**config.mk**
```make
export PLATFORM = sky130hd
export DESIGN_NAME = cv32e40p_fetch_fifo_writer
export DESIGN_NICKNAME = d
export VERILOG_FILES = /design/src/rtl/cv32e40p_fetch_fifo_writer.sv
export SDC_FILE = /design/constraint.sdc
export NUM_CORES = 1
export LEC_CHECK = 0
export BUFFER_PORTS_ARGS = -buffer_cell sky130_fd_sc_hd__buf_4
export CAP_MARGIN = 15
export CORE_ASPECT_RATIO = 0.9
export CORE_UTILIZATION = 35
export DETAILED_ROUTE_END_ITERATION = 6
export PLACE_DENSITY = 0.58
export SYNTH_ARGS = -nofsm -noshare
export SYNTH_HDL_FRONTEND = slang
export SYNTH_SLANG_ARGS = --single-unit
export TNS_END_PERCENT = 50
```
**constraint.sdc**
```tcl
create_clock -name clk_i -period 3 [get_ports clk_i]
set_input_delay 0.6 -clock clk_i [delete_from_list [all_inputs] [get_ports clk_i]]
set_output_delay 0.6 -clock clk_i [all_outputs]
set_load 0.03 [all_outputs]
```
**src/rtl/cv32e40p_fetch_fifo_writer.sv**
```systemverilog
// Producer side of the instruction prefetch FIFO: issues OBI fetch requests, pushes in-order
// responses and discards responses belonging to a stream abandoned by a branch.
module cv32e40p_fetch_fifo_writer #(
  parameter int unsigned DEPTH           = 4,
  parameter int unsigned MAX_OUTSTANDING = 2,
  parameter int unsigned CNT_W           = $clog2(DEPTH) + 1
) (
  input  logic             clk_i,
  input  logic             rst_i,
  input  logic             req_i,
  input  logic             branch_i,
  input  logic [31:0]      branch_addr_i,
  output logic             busy_o,
  output logic             trans_valid_o,
  input  logic             trans_ready_i,
  output logic [31:0]      trans_addr_o,
  input  logic             resp_valid_i,
  input  logic [31:0]      resp_rdata_i,
  input  logic             resp_err_i,
  input  logic [CNT_W-1:0] fifo_cnt_i,
  output logic             fifo_push_o,
  output logic [32:0]      fifo_wdata_o,
  output logic             fifo_flush_o
);

  localparam int unsigned OutW = $clog2(MAX_OUTSTANDING + 1);
  localparam int unsigned SumW = ((CNT_W > OutW) ? CNT_W : OutW) + 1;

  typedef enum logic [0:0] {StIdle, StBranchWait} state_e;

  state_e          state_q, state_d;
  logic [31:0]     addr_q, addr_d;
  logic [31:0]     tgt_q, tgt_d;
  logic [OutW-1:0] out_cnt_q, out_cnt_d;
  logic [OutW-1:0] flush_cnt_q, flush_cnt_d;
  logic            pend_q, pend_d;
  logic            started_q, started_d;

  logic [31:0]     target;
  logic [SumW-1:0] fill_sum;
  logic            room;
  logic            accept;
  logic            drop;
  logic            flush_dec;
  logic            unused_addr_lsb;

  assign target          = {branch_addr_i[31:2], 2'b00};
  assign unused_addr_lsb = ^branch_addr_i[1:0];

  // A branch flushes the FIFO, so its fill level no longer counts against room.
  assign fill_sum = SumW'(out_cnt_q) + (branch_i ? SumW'(0) : SumW'(fifo_cnt_i));
  assign room     = (out_cnt_q < OutW'(MAX_OUTSTANDING)) && (fill_sum < SumW'(DEPTH));

  always_comb begin
    if (pend_q) begin
      // An unaccepted request is never retracted or altered.
      trans_valid_o = 1'b1;
      trans_addr_o  = addr_q;
    end else begin
      trans_valid_o = req_i & room & (started_q | branch_i);
      trans_addr_o  = branch_i ? target : addr_q;
    end
  end

  assign accept       = trans_valid_o & trans_ready_i;
  assign drop         = resp_valid_i & ((flush_cnt_q != '0) | branch_i);
  assign flush_dec    = resp_valid_i & (flush_cnt_q != '0);
  assign fifo_push_o  = resp_valid_i & ~drop;
  assign fifo_wdata_o = {resp_err_i, resp_rdata_i};
  assign fifo_flush_o = branch_i;
  assign busy_o       = trans_valid_o | (out_cnt_q != '0);

  always_comb begin
    case ({accept, resp_valid_i})
      2'b10:   out_cnt_d = out_cnt_q + OutW'(1);
      2'b01:   out_cnt_d = out_cnt_q - OutW'(1);
      default: out_cnt_d = out_cnt_q;
    endcase
  end

  always_comb begin
    state_d     = state_q;
    tgt_d       = tgt_q;
    started_d   = started_q | branch_i;
    pend_d      = trans_valid_o & ~trans_ready_i;
    flush_cnt_d = flush_cnt_q - OutW'(flush_dec);
    addr_d      = accept ? (trans_addr_o + 32'd4) : trans_addr_o;

    if (branch_i) begin
      // Everything already accepted belongs to the abandoned stream.
      flush_cnt_d = out_cnt_q - OutW'(resp_valid_i);
      if (pend_q) begin
        if (accept) begin
          flush_cnt_d = out_cnt_q - OutW'(resp_valid_i) + OutW'(1);
          addr_d      = target;
          state_d     = StIdle;
        end else begin
          tgt_d   = target;
          state_d = StBranchWait;
        end
      end
    end else if ((state_q == StBranchWait) && accept) begin
      flush_cnt_d = flush_cnt_q - OutW'(flush_dec) + OutW'(1);
      addr_d      = tgt_q;
      state_d     = StIdle;
    end
  end

  always_ff @(posedge clk_i) begin
    if (rst_i) begin
      state_q     <= StIdle;
      addr_q      <= '0;
      tgt_q       <= '0;
      out_cnt_q   <= '0;
      flush_cnt_q <= '0;
      pend_q      <= 1'b0;
      started_q   <= 1'b0;
    end else begin
      state_q     <= state_d;
      addr_q      <= addr_d;
      tgt_q       <= tgt_d;
      out_cnt_q   <= out_cnt_d;
      flush_cnt_q <= flush_cnt_d;
      pend_q      <= pend_d;
      started_q   <= started_d;
    end
  end

  assert property (@(posedge clk_i) disable iff (rst_i)
    !(fifo_push_o && (fifo_cnt_i >= CNT_W'(DEPTH))));

endmodule
```
Yosys cells after proc, flatten, opt, wreduce, memory -nomap -nowiden
Cells that the tools add are included.
{"block": "classes", "n_mux": 18, "n_eq_ne": 3, "addsub": 8, "reduce_logical": 8, "n_bitwise": 13, "n_lt_le_gt_ge": 2, "div_mod_pow": 0, "mul": 0, "shift": 0}
{"operator": "2-to-1 mux 32 bit", "n": 7}
{"operator": "adder 32 x 3 -> 32 bit (second input constant)", "n": 1}
{"operator": "2-to-1 mux 2 bit", "n": 4}
{"operator": "nonzero test 2 bit", "n": 4}
{"operator": "bitwise AND 1 bit", "n": 7}
{"operator": "adder 2 x 1 -> 2 bit (second input constant)", "n": 3}
{"operator": "2-to-1 mux 1 bit", "n": 5}
{"operator": "adder 2 x 3 -> 4 bit", "n": 1}
{"operator": "less-than comparator 4 x 3 -> 1 bit (second input constant)", "n": 1}
{"operator": "case mux 2 bit (2 select lines)", "n": 1}
{"operator": "subtractor 2 x 1 -> 2 bit", "n": 2}
{"operator": "2-to-1 mux 3 bit", "n": 1}
{"operator": "inverter 1 bit", "n": 3}
{"operator": "OR 1 bit", "n": 3}
{"operator": "AND reduction 3 bit", "n": 1}
{"operator": "equality test 2 x 1 -> 1 bit (second input constant)", "n": 1}
{"operator": "equality test 2 bit (second input constant)", "n": 1}
{"operator": "logical AND 1 bit", "n": 2}
{"operator": "less-than comparator 2 bit (second input constant)", "n": 1}
{"operator": "!= test 2 x 1 -> 1 bit (second input constant)", "n": 1}
{"operator": "AND reduction 2 bit", "n": 1}
{"operator": "subtractor 2 x 1 -> 2 bit (second input constant)", "n": 1}
{"block": "totals", "ramBits": 0, "regBits": 69, "mem_count": 0, "input_bits": 74, "latchBits": 0, "out_inout_bits": 69, "rom_bits": 0}

Logic depth before layout (Yosys ltp)
{"block": "logic_depth", "ltp_word": 12, "ltp_mapped": 13, "ltp_nobuf": 10}

Worst setup path after synthesis
OpenSTA, ideal clock, no wires.
{"block": "synth_path", "kind": "in2out", "startpoint": "in branch_i", "endpoint": "out busy_o", "arrival_ps": 3035, "required_time_ps": 2400, "path_stages": 7, "setup_slack_ps": -635, "cell_sequence": "buf_4 clkbuf_1 nor2b_1 ha_1 or4b_2 o21ai_0 or3_1"}
{"block": "synth_between", "elab_chain_cells": 8, "elab_cells_between_ends": 9, "classes_between": "add/sub: 1; order compare: 1; mux: 2; bitwise: 4; reduce/logical: 1"}
{"item": "start: declaration", "line_no": "11", "rtl": "input logic branch_i,"}
{"item": "2-to-1 mux 3 bit", "line_no": "51", "rtl": "assign fill_sum = SumW'(out_cnt_q) + (branch_i ? SumW'(0) : SumW'(fifo_cnt_i));"}
{"item": "adder 2 x 3 -> 4 bit", "line_no": "51"}
{"item": "less-than comparator 4 x 3 -> 1 bit", "line_no": "52", "rtl": "assign room = (out_cnt_q < OutW'(MAX_OUTSTANDING)) && (fill_sum < SumW'(DEPTH));"}
{"item": "logical AND 1 bit", "line_no": "52"}
{"item": "bitwise AND 1 bit", "line_no": "60", "rtl": "trans_valid_o = req_i & room & (started_q | branch_i);"}
{"item": "bitwise AND 1 bit *", "line_no": "60"}
{"item": "2-to-1 mux 1 bit *", "line_no": "55", "rtl": "if (pend_q) begin"}
{"item": "named net trans_valid_o", "line_no": "14", "rtl": "output logic trans_valid_o,"}
{"item": "OR 1 bit *", "line_no": "71", "rtl": "assign busy_o = trans_valid_o | (out_cnt_q != '0);"}
{"item": "end: declaration", "line_no": "13", "rtl": "output logic busy_o,"}
The timed path passes the listed nets; every way through them passes the cells marked *.

Worst setup path after layout
{"block": "layout_path", "startpoint": "in fifo_cnt_i[1]", "endpoint": "out busy_o"}
{"block": "layout_between", "elab_chain_cells": 8}
{"item": "start: declaration", "line_no": "20", "rtl": "input logic [CNT_W-1:0] fifo_cnt_i,"}
{"item": "2-to-1 mux 3 bit", "line_no": "51"}
{"item": "adder 2 x 3 -> 4 bit", "line_no": "51"}
{"item": "less-than comparator 4 x 3 -> 1 bit", "line_no": "52"}
{"item": "logical AND 1 bit", "line_no": "52"}
{"item": "bitwise AND 1 bit (2 in a row)", "line_no": "60"}
{"item": "2-to-1 mux 1 bit", "line_no": "55"}
{"item": "OR 1 bit", "line_no": "71"}
No other way between the ends.

==> run_results.csv <==
group,metric,value,unit
place,hpwl,9060,um
min_path,hp-class,"reg -> reg",
route,drc,0,
min_path,min_path_cells,2,
place,gp_congestion,0.779,
critical_path,r2r_end,"addr_q[28]",
critical_path,crit_path_frequent_cell,"buf_4",
synth,postSynth.asyncResetShare,0,%
sta,final-setup-viol-count,0,
sta,tns,0,ps
clock_tree,cts_root_buf,"clkbuf_16",
layout,layout_commonest_cell,"buf_4",
power,p_per_area,495,mW/mm2
layout,final_area,0.00545,mm2
critical_path,critPathLaunchType,"input pin",
clock_tree,post_cts_buffers,0,
min_path,min_delay_worst_endpoint,"addr_q[1]",
route,via_per_inst,5.45,
layout,diodes,0,
critical_path,critPathArrivalTime,2150,ps
sta,fin_crit_sh,91.7,%
critical_path,max_stage_delay,670,ps
clock_tree,cts_resized,0,
synth,yosys.cell_types.count,71,
clock_tree,htreeDepth,3,
clock_tree,cts.sinks,69,
route,vias,4111,
synth,yosysSeqAreaShare,30.1,%
job,maxCapViolCount,0,
place,port_buffers,74,
sta,fmax,0.364,GHz
route,dr.first_iter.drc_count,261,
route,wl_met2,5960,um
sta,slew_headroom,54.0,%
layout,layout_common_cells,"buf_4, nand2_1, dfxtp_1, mux2_2, a21oi_1",
critical_path,ff2ff_path_depth,7,
run_status,status,"finished clean",
critical_path,slowest_stage,"or4b_2",
sta,min_period,2750,ps
critical_path,r2r_setup_slack,420,ps
clock_tree,clk_pin_slew,50,ps
clock_tree,cts_tree,"yes",
synth,yosys_warnings,0,
clock_tree,cts_hold_buf,0,
synth,synth_flop_cell,"dfxtp_1",
global_route,grt_util_all_layers,19.9,%
layout,nFillCells,1269,
global_route,grt_pass1_wl,21000,um
route,routed_wl,13000,um
die,dieArea,0.0136,mm2
critical_path,path_cells,"buf_4 > nor2b_1 > ha_1 > or4b_2 > o21ai_4 > or3_4 > buf_4",
synth,synth_edf_count,0,
sta,worst_pin_slew,691,ps
layout,drive_gt1_share,31.3,%
critical_path,reg2reg_from,"pend_q",
sta,rsz0062_at_grt,"no",
clock_tree,cts_made_buffers,9,
synth,netlist_instances,543,
global_route,antenna_found_initial,0,
route,wl_met1,6110,um
die,placementRows,39,
sta,hold_viol_final,0,
die,start_util,36.0,%
sta,drv_slew,0,
global_route,grt_overflow,0,
critical_path,critPathMaxFanout,3,
critical_path,critPathLaunch,"fifo_cnt_i[1]",
clock_tree,cts_buffer_depth,2,
power,ir_drop,0.280,mV
die,fp.dieH,111,um
synth,ys_ff_latch,69,
die,boundaryPins,143,
route,top_layer,"met4",
layout,nets,666,
layout,areaGrowthSynthToFinish,18.8,%
critical_path,crit_family,"simple AND/OR/NAND/NOR gates",
route,ant_nets,0,
critical_path,worstSetupPathType,"in -> out",
critical_path,crit_path_end_kind,"output pin",
power,leakage,2.09,nW
route,post_drt_wl_per_cell,17.2,um
critical_path,critPathBufInv,2,
global_route,grt_pass1_vias,3977,
route,dr.pass1.iters,5,
die,core_area,0.0127,mm2
critical_path,worstPathRequired,2400,ps
place,dpl_cell_area,0.00517,mm2
synth,synth.avg_cell_area,8.45,um2
global_route,grt_max_degree,40,
synth,syn-num-nets,622,
min_path,min-delay-start,"addr_q[1]",
route,wl_met3,754,um
die,die-width,123,um
clock_tree,insertion_delay,340,ps
sta,clock_skew,7.27,ps
synth,netlist_area,0.00459,mm2
## logic make-up after synthesis
logic type | after synthesis | share of synthesized area (%)
fa+ha+maj | 5 | 1.36
mux | 58 | 14.4
buf+inv | 79 | 10.1
simple gates | 175 | 19.0
compound gates | 134 | 20.7
flops | 69 | 30.1
xor+xnor | 23 | 4.39
## layer usage
| metal | global-route usage [%] | vias up |
|---|---|---|
| met5 | 0 | - |
| met4 | 5.69 | 0 |
| met3 | 5.71 | 25 |
| met2 | 30.6 | 110 |
| met1 | 26.9 | 1961 |
| li1 | - | 2015 |
## registers in the layout, summed over array words and instances, names as in the netlist
| signal | flops |
|---|---|
| addr_q | 32 |
| tgt_q | 30 |
| flush_cnt_q | 2 |
| out_cnt_q | 2 |
| pend_q | 1 |
| started_q | 1 |
| state_q | 1 |
## worst reg2reg max path, stage by stage, from the launching register on
cell and delay [ps]:
dfxtp_1 390, nand2b_4 430, mux2_2 320, ha_1 230, o211ai_2 270, nor4_4 490, a21oi_1 140, o31ai_1 220
## synth_stat cells, types with 2 or more instances
cell type,count,share of area (%)
nand2_1,87,7.1
dfxtp_1,69,30
mux2_2,45,11
a21oi_1,44,4.8
buf_4,39,6.4
nor2_1,30,2.5
a22oi_1,22,3.6
xnor2_1,21,4.0
clkbuf_1,20,1.6
inv_1,13,1.1
o22ai_1,13,1.8
and3_1,9,1.2
mux2i_1,9,2.0
o21ai_0,9,0.98
nand3_1,8,0.87
a31oi_1,7,0.95
nor3_1,6,0.65
o32ai_1,6,1.1
a2bb2oi_1,5,0.95
ha_1,5,1.4
nor2b_1,5,0.68
buf_2,4,0.44
nor3b_1,4,0.65
o31ai_1,4,0.65
a211oi_1,3,0.49
a222oi_1,2,0.44
and4_1,2,0.38
buf_6,2,0.49
mux2_4,2,0.65
nand4_1,2,0.27
nor4_1,2,0.27
nor4_4,2,0.93
o211ai_2,2,0.55
or3_1,2,0.27
xor2_1,2,0.38
## final cells by class
| cell class | instances | area, um2 | area share, % |
|---|---|---|---|
| Multi-Input combinational cell | 395 | 2780 | 50.9 |
| Sequential cell | 69 | 1380 | 25.3 |
| Timing Repair Buffer | 98 | 761 | 13.9 |
| Clock buffer | 14 | 274 | 5.02 |
| Tap cell | 164 | 205 | 3.76 |
| Inverter | 14 | 52.6 | 0.964 |
| Clock inverter | 1 | 5.00 | 0.0918 |
## report_power, final
part	internal, mW	total [mW]	switching, mW
registers	0.964	0.993	0.0291
logic	0.310	0.698	0.387
clock network	0.622	1.01	0.387
total	1.90	2.70	0.803
## stage by stage
stage | hold WS, ps | setup WS (ps) | instances | utilization [%] | power, mW
after global routing | 461 | 203 | 755 | 42.8 | 2.82
after global placement | 429 | 165 | 740 | 40.6 | 1.70
after detailed placement | 432 | 93.8 | 740 | 40.6 | 1.71
after CTS | 443 | 247 | 755 | 42.8 | 2.72
final | 441 | 250 | 755 | 42.8 | 2.70
after floorplan | 416 | 17.3 | 543 | - | 1.56
## worst max path at each step
stage / slack (ps) / endpoint / cells after the start
after detailed placement: 90 / addr_q[28] / 9
final: 250 / busy_o / 7
after floorplan: 20 / out_cnt_q[1] / 12
after global placement: 160 / addr_q[30] / 9
after global routing: 200 / busy_o / 7
after CTS: 250 / busy_o / 7
(Power assumes the default switching activity.)
